===== src/rtl/ecc_decoder.sv =====
// Two-stage SECDED Hamming decoder for the memory read-return path, with saturating error counters.
// Optional first-error log ports are enabled by defining ECC_DEC_ERR_LOG_EN.
module ecc_decoder #(
  parameter int data_bit_width      = 64,
  parameter int redundant_bit_width = 8,
  parameter int cnt_width           = 16
) (
  input  logic                                          clk,
  input  logic                                          rst,
  input  logic                                          dec_in_valid,
  output logic                                          dec_in_ready,
  input  logic [data_bit_width+redundant_bit_width-1:0] dec_data_in,
  output logic                                          dec_out_valid,
  input  logic                                          dec_out_ready,
  output logic [data_bit_width-1:0]                     dec_data_out,
  output logic                                          dec_single_err,
  output logic                                          dec_double_err,
  output logic [redundant_bit_width-2:0]                dec_err_pos,
  input  logic                                          cnt_clr,
  output logic [cnt_width-1:0]                          corr_cnt,
`ifdef ECC_DEC_ERR_LOG_EN
  output logic                                          err_log_valid,
  output logic [redundant_bit_width-2:0]                err_log_pos,
  output logic                                          err_log_double,
`endif
  output logic [cnt_width-1:0]                          uncorr_cnt
);

  localparam int N  = data_bit_width + redundant_bit_width;
  localparam int PW = redundant_bit_width - 1;

  function automatic logic [PW-1:0] calc_syndrome(input logic [N-1:0] cw);
    logic [PW-1:0] s;
    s = '0;
    for (int i = 0; i < N; i++)
      for (int m = 0; m < PW; m++)
        if (i[m]) s[m] = s[m] ^ cw[i];
    return s;
  endfunction

  // Data bits occupy every non-power-of-two position above 0, in ascending order.
  function automatic logic [data_bit_width-1:0] extract_data(input logic [N-1:0] cw);
    logic [data_bit_width-1:0] d;
    int k;
    d = '0;
    k = 0;
    for (int i = 1; i < N; i++)
      if ((i & (i - 1)) != 0) begin
        d[k] = cw[i];
        k++;
      end
    return d;
  endfunction

  function automatic logic [cnt_width-1:0] sat_inc(input logic [cnt_width-1:0] c);
    return (&c) ? c : c + 1'b1;
  endfunction

  logic                      vld_p1_q, vld_p1_d;
  logic [N-1:0]              cw_p1_q, cw_p1_d;
  logic [PW-1:0]             syn_p1_q, syn_p1_d;
  logic                      par_p1_q, par_p1_d;
  logic                      vld_p2_q, vld_p2_d;
  logic [data_bit_width-1:0] data_p2_q, data_p2_d;
  logic                      single_p2_q, single_p2_d;
  logic                      double_p2_q, double_p2_d;
  logic [PW-1:0]             pos_p2_q, pos_p2_d;
  logic [cnt_width-1:0]      corr_cnt_q, corr_cnt_d;
  logic [cnt_width-1:0]      uncorr_cnt_q, uncorr_cnt_d;
  logic                      s2_load, accept, out_fire;
  logic                      cls_single, cls_double;
  logic [N-1:0]              cw_fixed;

  always_comb begin
    s2_load      = !vld_p2_q || dec_out_ready;
    dec_in_ready = !vld_p1_q || s2_load;
    accept       = dec_in_valid && dec_in_ready;
    out_fire     = vld_p2_q && dec_out_ready;

    // Stage p1: capture codeword with its syndrome and overall parity
    vld_p1_d = dec_in_ready ? dec_in_valid : vld_p1_q;
    cw_p1_d  = cw_p1_q;
    syn_p1_d = syn_p1_q;
    par_p1_d = par_p1_q;
    if (accept) begin
      cw_p1_d  = dec_data_in;
      syn_p1_d = calc_syndrome(dec_data_in);
      par_p1_d = ^dec_data_in;
    end

    // Stage p2: classify, correct and extract
    cls_single = 1'b0;
    cls_double = 1'b0;
    cw_fixed   = cw_p1_q;
    if (par_p1_q) begin
      if (int'(syn_p1_q) < N) begin
        cls_single = 1'b1;
        cw_fixed   = cw_p1_q ^ ({{(N-1){1'b0}}, 1'b1} << syn_p1_q);
      end else begin
        cls_double = 1'b1;
      end
    end else if (syn_p1_q != '0) begin
      cls_double = 1'b1;
    end

    vld_p2_d    = s2_load ? vld_p1_q : vld_p2_q;
    data_p2_d   = data_p2_q;
    single_p2_d = single_p2_q;
    double_p2_d = double_p2_q;
    pos_p2_d    = pos_p2_q;
    if (s2_load && vld_p1_q) begin
      data_p2_d   = extract_data(cw_fixed);
      single_p2_d = cls_single;
      double_p2_d = cls_double;
      pos_p2_d    = syn_p1_q;
    end

    // Clear wins over a same-cycle increment
    corr_cnt_d   = corr_cnt_q;
    uncorr_cnt_d = uncorr_cnt_q;
    if (cnt_clr) begin
      corr_cnt_d   = '0;
      uncorr_cnt_d = '0;
    end else if (out_fire) begin
      if (single_p2_q) corr_cnt_d   = sat_inc(corr_cnt_q);
      if (double_p2_q) uncorr_cnt_d = sat_inc(uncorr_cnt_q);
    end
  end

  always_ff @(posedge clk) begin
    cw_p1_q  <= cw_p1_d;
    syn_p1_q <= syn_p1_d;
    par_p1_q <= par_p1_d;
  end

  always_ff @(posedge clk) begin
    if (rst) begin
      vld_p1_q     <= 1'b0;
      vld_p2_q     <= 1'b0;
      data_p2_q    <= '0;
      single_p2_q  <= 1'b0;
      double_p2_q  <= 1'b0;
      pos_p2_q     <= '0;
      corr_cnt_q   <= '0;
      uncorr_cnt_q <= '0;
    end else begin
      vld_p1_q     <= vld_p1_d;
      vld_p2_q     <= vld_p2_d;
      data_p2_q    <= data_p2_d;
      single_p2_q  <= single_p2_d;
      double_p2_q  <= double_p2_d;
      pos_p2_q     <= pos_p2_d;
      corr_cnt_q   <= corr_cnt_d;
      uncorr_cnt_q <= uncorr_cnt_d;
    end
  end

  assign dec_out_valid  = vld_p2_q;
  assign dec_data_out   = data_p2_q;
  assign dec_single_err = single_p2_q;
  assign dec_double_err = double_p2_q;
  assign dec_err_pos    = pos_p2_q;
  assign corr_cnt       = corr_cnt_q;
  assign uncorr_cnt     = uncorr_cnt_q;

`ifdef ECC_DEC_ERR_LOG_EN
  logic          log_valid_q, log_valid_d;
  logic [PW-1:0] log_pos_q, log_pos_d;
  logic          log_double_q, log_double_d;

  // Only the first error after reset/clear is kept; a clear suppresses a same-cycle capture
  always_comb begin
    log_valid_d  = log_valid_q;
    log_pos_d    = log_pos_q;
    log_double_d = log_double_q;
    if (cnt_clr) begin
      log_valid_d  = 1'b0;
      log_pos_d    = '0;
      log_double_d = 1'b0;
    end else if (out_fire && (single_p2_q || double_p2_q) && !log_valid_q) begin
      log_valid_d  = 1'b1;
      log_pos_d    = pos_p2_q;
      log_double_d = double_p2_q;
    end
  end

  always_ff @(posedge clk) begin
    if (rst) begin
      log_valid_q  <= 1'b0;
      log_pos_q    <= '0;
      log_double_q <= 1'b0;
    end else begin
      log_valid_q  <= log_valid_d;
      log_pos_q    <= log_pos_d;
      log_double_q <= log_double_d;
    end
  end

  assign err_log_valid  = log_valid_q;
  assign err_log_pos    = log_pos_q;
  assign err_log_double = log_double_q;
`endif

endmodule

===== config.mk =====
export PLATFORM = sky130hd
export DESIGN_NAME = ecc_decoder
export DESIGN_NICKNAME = d
export VERILOG_FILES = /design/src/rtl/ecc_decoder.sv
export SDC_FILE = /design/constraint.sdc
export NUM_CORES = 1
export LEC_CHECK = 0
export CAP_MARGIN = 20
export CORE_MARGIN = 2
export CORE_UTILIZATION = 45
export DETAILED_ROUTE_END_ITERATION = 10
export PLACE_DENSITY_LB_ADDON = 0.05
export SLEW_MARGIN = 20
export SYNTH_ARGS = -nofsm -noshare
export SYNTH_HDL_FRONTEND = slang
export SYNTH_SLANG_ARGS = --single-unit

===== constraint.sdc =====
create_clock -name clk -period 4.9 [get_ports clk]
set_input_delay 0.98 -clock clk [delete_from_list [all_inputs] [get_ports clk]]
set_output_delay 0.98 -clock clk [all_outputs]
set_load 0.01 [all_outputs]

After elaboration in Yosys (flattened, before gate mapping) --
Index checks and enable logic that the tools add are counted.
Operators by class: add/subtract/negate cells 64, $mul 0, div/mod/pow operators 0, $lt $le $gt $ge 127, equality and inequality tests 0, shift-type cells 1, multiplexer cells 527, bitwise operators 208, reduce and logical (&&, ||, !) cells 77
Operators by type and width (number):
- 64-bit bitwise mux | 63
- 64-bit two-way mux | 62
- 32-bit by 1-bit greater-or-equal comparator with 1-bit output (second input constant) | 63
- 32-bit by 8-bit < comparator with 1-bit output (second input constant) | 63
- 32-bit two-way mux | 63
- 32-bit by 2-bit adder with 32-bit output (second input constant) | 62
- 1-bit demux with 6-bit select | 63
- 1-bit two-way mux | 274
- 1-bit XOR | 205
- 72-bit two-way mux | 2
- 72-bit parity | 1
- 1-bit by 7-bit left shift with 72-bit output (first input constant) | 1
- 72-bit XOR | 1
- 1-bit logical AND | 66
- 16-bit by 1-bit adder with 16-bit output (second input constant) | 2
- 16-bit AND reduction | 2
- 7-bit < comparator (second input constant) | 1
- 7-bit nonzero test | 1
- 3-bit AND reduction | 2
- 1-bit logical NOT | 2
- 1-bit logical OR | 2
- 1-bit inverter | 2
- 2-bit OR reduction | 1
Storage, ports and cells: register bits 187, latch bits 0, bits in writable memories 0, memory bits (read-only) 0, logic and storage cells 1015, memories kept 0

Depth between registers and ports, before layout --
depth in word-level cells 133, mapped depth 8

Least setup slack after synthesis --
OpenSTA, ideal clock, no wires.
path kind in2reg, start point input port dec_out_ready, end point register cw_p1_q[10], enable pin, library setup time 438 ps, data arrival time 2890 ps, required time 4462 ps, path slack 1572 ps, stages on the path 3, cell sequence nor2b_1 nand2_1 and2_1
On the way: word-level cells in the longest chain between the ends 3
RTL lines:
- from (decl) | line 14 | input logic dec_out_ready,
- 1-bit logical OR | line 75 | s2_load = !vld_p2_q || dec_out_ready;
- 1-bit logical OR | line 76 | dec_in_ready = !vld_p1_q || s2_load;
- net dec_in_ready | line 11 | output logic dec_in_ready,
- 1-bit logical AND | line 77 | accept = dec_in_valid && dec_in_ready;
- net accept | line 70 | logic s2_load, accept, out_fire;
- to (signal assigned) | line 131 | cw_p1_q <= cw_p1_d;
- to (decl) | line 60 | logic [N-1:0] cw_p1_q, cw_p1_d;
The timed path passes the listed nets, and every way through them passes these cells. A chain may end at the register's enable or synchronous reset.

Worst setup path after layout --
start point input port dec_out_ready, end point output port dec_in_ready
On the way: word-level cells in the longest chain between the ends 2
RTL lines (line):
- 1-bit logical OR | 75
- 1-bit logical OR | 76
- to (decl) | 11
No other way between the ends.

==> results.toml <==
[status]
status = "complete, but fails checks"
violations = "DRC"

[sta]
tightest_slew_ps = 890
setup_viol_count_final = 0
relSlewSlack = 0.404
final.period_utilization = 0.695
finClkSkew_ps = 10.4
final_hold_viol_count = 0
max_freq_mhz = 294
fin_crit_ps = 3400
fin_tns_setup_ps = 0
rsz0062_at_grt = "no"
drv_slew = 0

[global_routing]
overflow = 0
antenna_found_initial = 0
grt_start_max_net_pins = 95
grt_use_total = 0.234
met1_usage = 0.301
grt_pass1_wl_mm = 34.8
use_met3 = 0.0373
grt_pass1_vias = 6290
top_usage_layer = "met2"
use_met2 = 0.402

[worst_setup_path]
crit_path_start_kind = "input pin"
crit_chain = "clkdlybuf4s50_1 > nor2b_1 > nand2_1 > clkdlybuf4s50_1"
endpoint = "dec_in_ready"
worstRegToRegCells = 6
timing.rr.start = "syn_p1_q[6]"
reg2reg_to = "dec_data_out[18]"
path_class = "in2out"
critPathArrivalTime_ps = 2420
cp-end-kind = "output port"
max_stage_delay_ps = 510
reg2reg_slack_ps = 2580
critical-path-slowest-cell = "clkdlybuf4s50_1"
cp.required_ps = 3920
crit_start = "dec_out_ready"
crit_top_cell = "clkdlybuf4s50_1"
worstPathMaxFanout = 5

[floorplanning]
io_pins = 184
die_w_um = 140
dieArea_um2 = 19600
fp.coreArea_um2 = 18100
start_util = 0.460
rows = 49
die_y_um = 140

[clock_tree]
cts_hold_buffers = 0
postCtsSetupBuffers = 0
clock-root-buffer = "clkbuf_16"
worstSkewPairLatency_ps = 440
numCtsBuffers = 17
cts_resized = 0
htree_levels = 4
path_clk_slew_ps = 70
clock-sinks = 179
cts_tree = "yes"
cts_buffer_depth = 2

[power_and_ir_drop]
seqPwrFrac = 0.428
p_int_w = 0.00304
p_leak_nw = 3.63
p_switching_w = 0.00126
sw_frac_of_total = 0.293
p_total_w = 0.00430
clockPowerShare = 0.327
peakVddDrop_v = 0.000286
p_comb_frac = 0.245
power.density_nw_per_um2 = 392

[job]
maxCapViolCount = 0

[synthesis]
synth_cell_types = 33
synth_cells = 807
synth_edf_count = 72
seq_area_frac_synth = 0.517
synth.avg_cell_area_um2 = 10.3
syn_area_um2 = 8330
ys_seq_elements = 179
synth_warnings = 0
syn_nets = 886
async_flop_share = 0
synth_ff_type = "dfxtp_1"

[cells_and_area]
nNetsFinal = 1051
drive_above_1_share = 0.0447
syn_to_final_growth_pct = 31.6
antenna_cells = 0

[drt]
antenna_left = 0
wl_per_cell_um = 18.5
drtIter0Drc = 352
firstDrtPassIters = 8
via_per_inst = 5.22
drc_errors = 13
vias = 6337
wirelength_mm = 22.4

[min_path]
min_path_type = "reg2reg"

[placement]
gp_congestion = 0.859
hpwl_mm = 17.4
port_buffers = 183
==> cell families after synthesis <==
| logic type | Yosys count | synth area share |
|---|---|---|
| buf+inv | 42 | 0.0192 |
| xor+xnor | 204 | 0.225 |
| flops | 179 | 0.517 |
| fa+ha+maj | 2 | 0.00300 |
| compound gates | 99 | 0.0817 |
| simple gates | 281 | 0.154 |
==> Yosys cell counts (11+ instances only) <==
cell        n  area (um^2)
a211oi_1   44          330
a21oi_1    12         60.1
a311oi_1   20          175
clkbuf_1   35          131
dfxtp_1   107         2140
edfxtp_1   72         2160
nand2_1    75          282
nand3_1    16         80.1
nand4_1    13         81.3
nor2_1    112          420
nor3_1     11         55.1
o21ai_0    23          115
or3_1      20          125
xnor2_1   106          928
xor2_1     91          797
==> area by class of cell <==
type	instances	area, um^2
fillers	1515	7130
clock buffers	24	534
flip-flops and latches	179	4300
multi-input cells	586	3870
inverters	1	3.75
clock inverters	8	85.1
repair buffers	187	1870
well taps	229	287
==> power groups by stage <==
stage | clock (W) | sequential, W | combinational (W)
after floorplan | 0 | 0.00181 | 0.000734
after global placement | 0 | 0.00187 | 0.00104
after detailed placement | 0 | 0.00187 | 0.00105
after CTS | 0.00143 | 0.00184 | 0.00106
after global routing | 0.00149 | 0.00186 | 0.00114
final | 0.00141 | 0.00184 | 0.00105
==> per-layer routing <==
layer	vias to the layer above	wire length, um
met5	-	0
met4	0	422
met3	31	1160
met2	202	11100
met1	2985	9720
li1	3119	-
==> worst max-delay path, delay by kind of cell <==
family	cells	cell delay, ps
AND/OR/NAND/NOR	2	510
buffers and inverters	2	940
==> metrics by stage <==
| step | util | setup slack (ps) | cells | cell area [um^2] | hold slack (ps) |
|---|---|---|---|---|---|
| 2_1_floorplan | - | 1570 | 807 | 8330 | 481 |
| 3_3_place_gp | 0.571 | 1560 | 1182 | 10300 | 446 |
| 3_5_place_dp | 0.571 | 1500 | 1182 | 10300 | 454 |
| 4_1_cts | 0.606 | 1500 | 1214 | 11000 | 464 |
| 5_1_grt | 0.606 | 1430 | 1214 | 11000 | 483 |
| 6_report | 0.606 | 1500 | 1214 | 11000 | 459 |
==> registers in the layout (all words and copies together) (netlist names) <==
name,count
par_p1_q,1
dec_err_pos,7
dec_data_out,64
uncorr_cnt,16
syn_p1_q,7
dec_out_valid,1
vld_p1_q,1
dec_single_err,1
cw_p1_q,64
dec_double_err,1
corr_cnt,16
==> cells in the final DEF, fill, tap and decap left out, types with 2 or more instances in the layout <==
cell type / count
buf_4: 3
and2_1: 3
nor3_1: 11
clkbuf_8: 4
and4_1: 4
or3_1: 20
a211oi_1: 44
nand3_1: 16
xnor2_1: 106
or2_2: 4
inv_6: 2
and3_1: 6
a311oi_1: 20
clkdlybuf4s50_1: 182
a21oi_1: 12
clkbuf_16: 19
clkinv_4: 3
dfxtp_1: 107
nand2b_1: 5
ha_1: 2
nor4_1: 3
xor2_1: 91
nand4_1: 13
o21ai_0: 23
nand2_1: 75
xnor3_1: 6
edfxtp_1: 72
nor2_1: 112
nand4b_1: 2
==> worst min-delay path by stage <==
| stage | end | depth (start not counted) | startpoint | slack [ps] |
|---|---|---|---|---|
| 3_5_place_dp | dec_err_pos[1] | 2 | dec_err_pos[1] | 450 |
| 6_report | dec_err_pos[1] | 2 | dec_err_pos[1] | 460 |
| 2_1_floorplan | dec_err_pos[0] | 2 | dec_err_pos[0] | 480 |
| 3_3_place_gp | dec_err_pos[3] | 2 | dec_err_pos[3] | 450 |
| 4_1_cts | dec_err_pos[1] | 2 | dec_err_pos[1] | 460 |
| 5_1_grt | dec_err_pos[1] | 2 | dec_err_pos[1] | 480 |
Power figures use the tool's default switching activity.
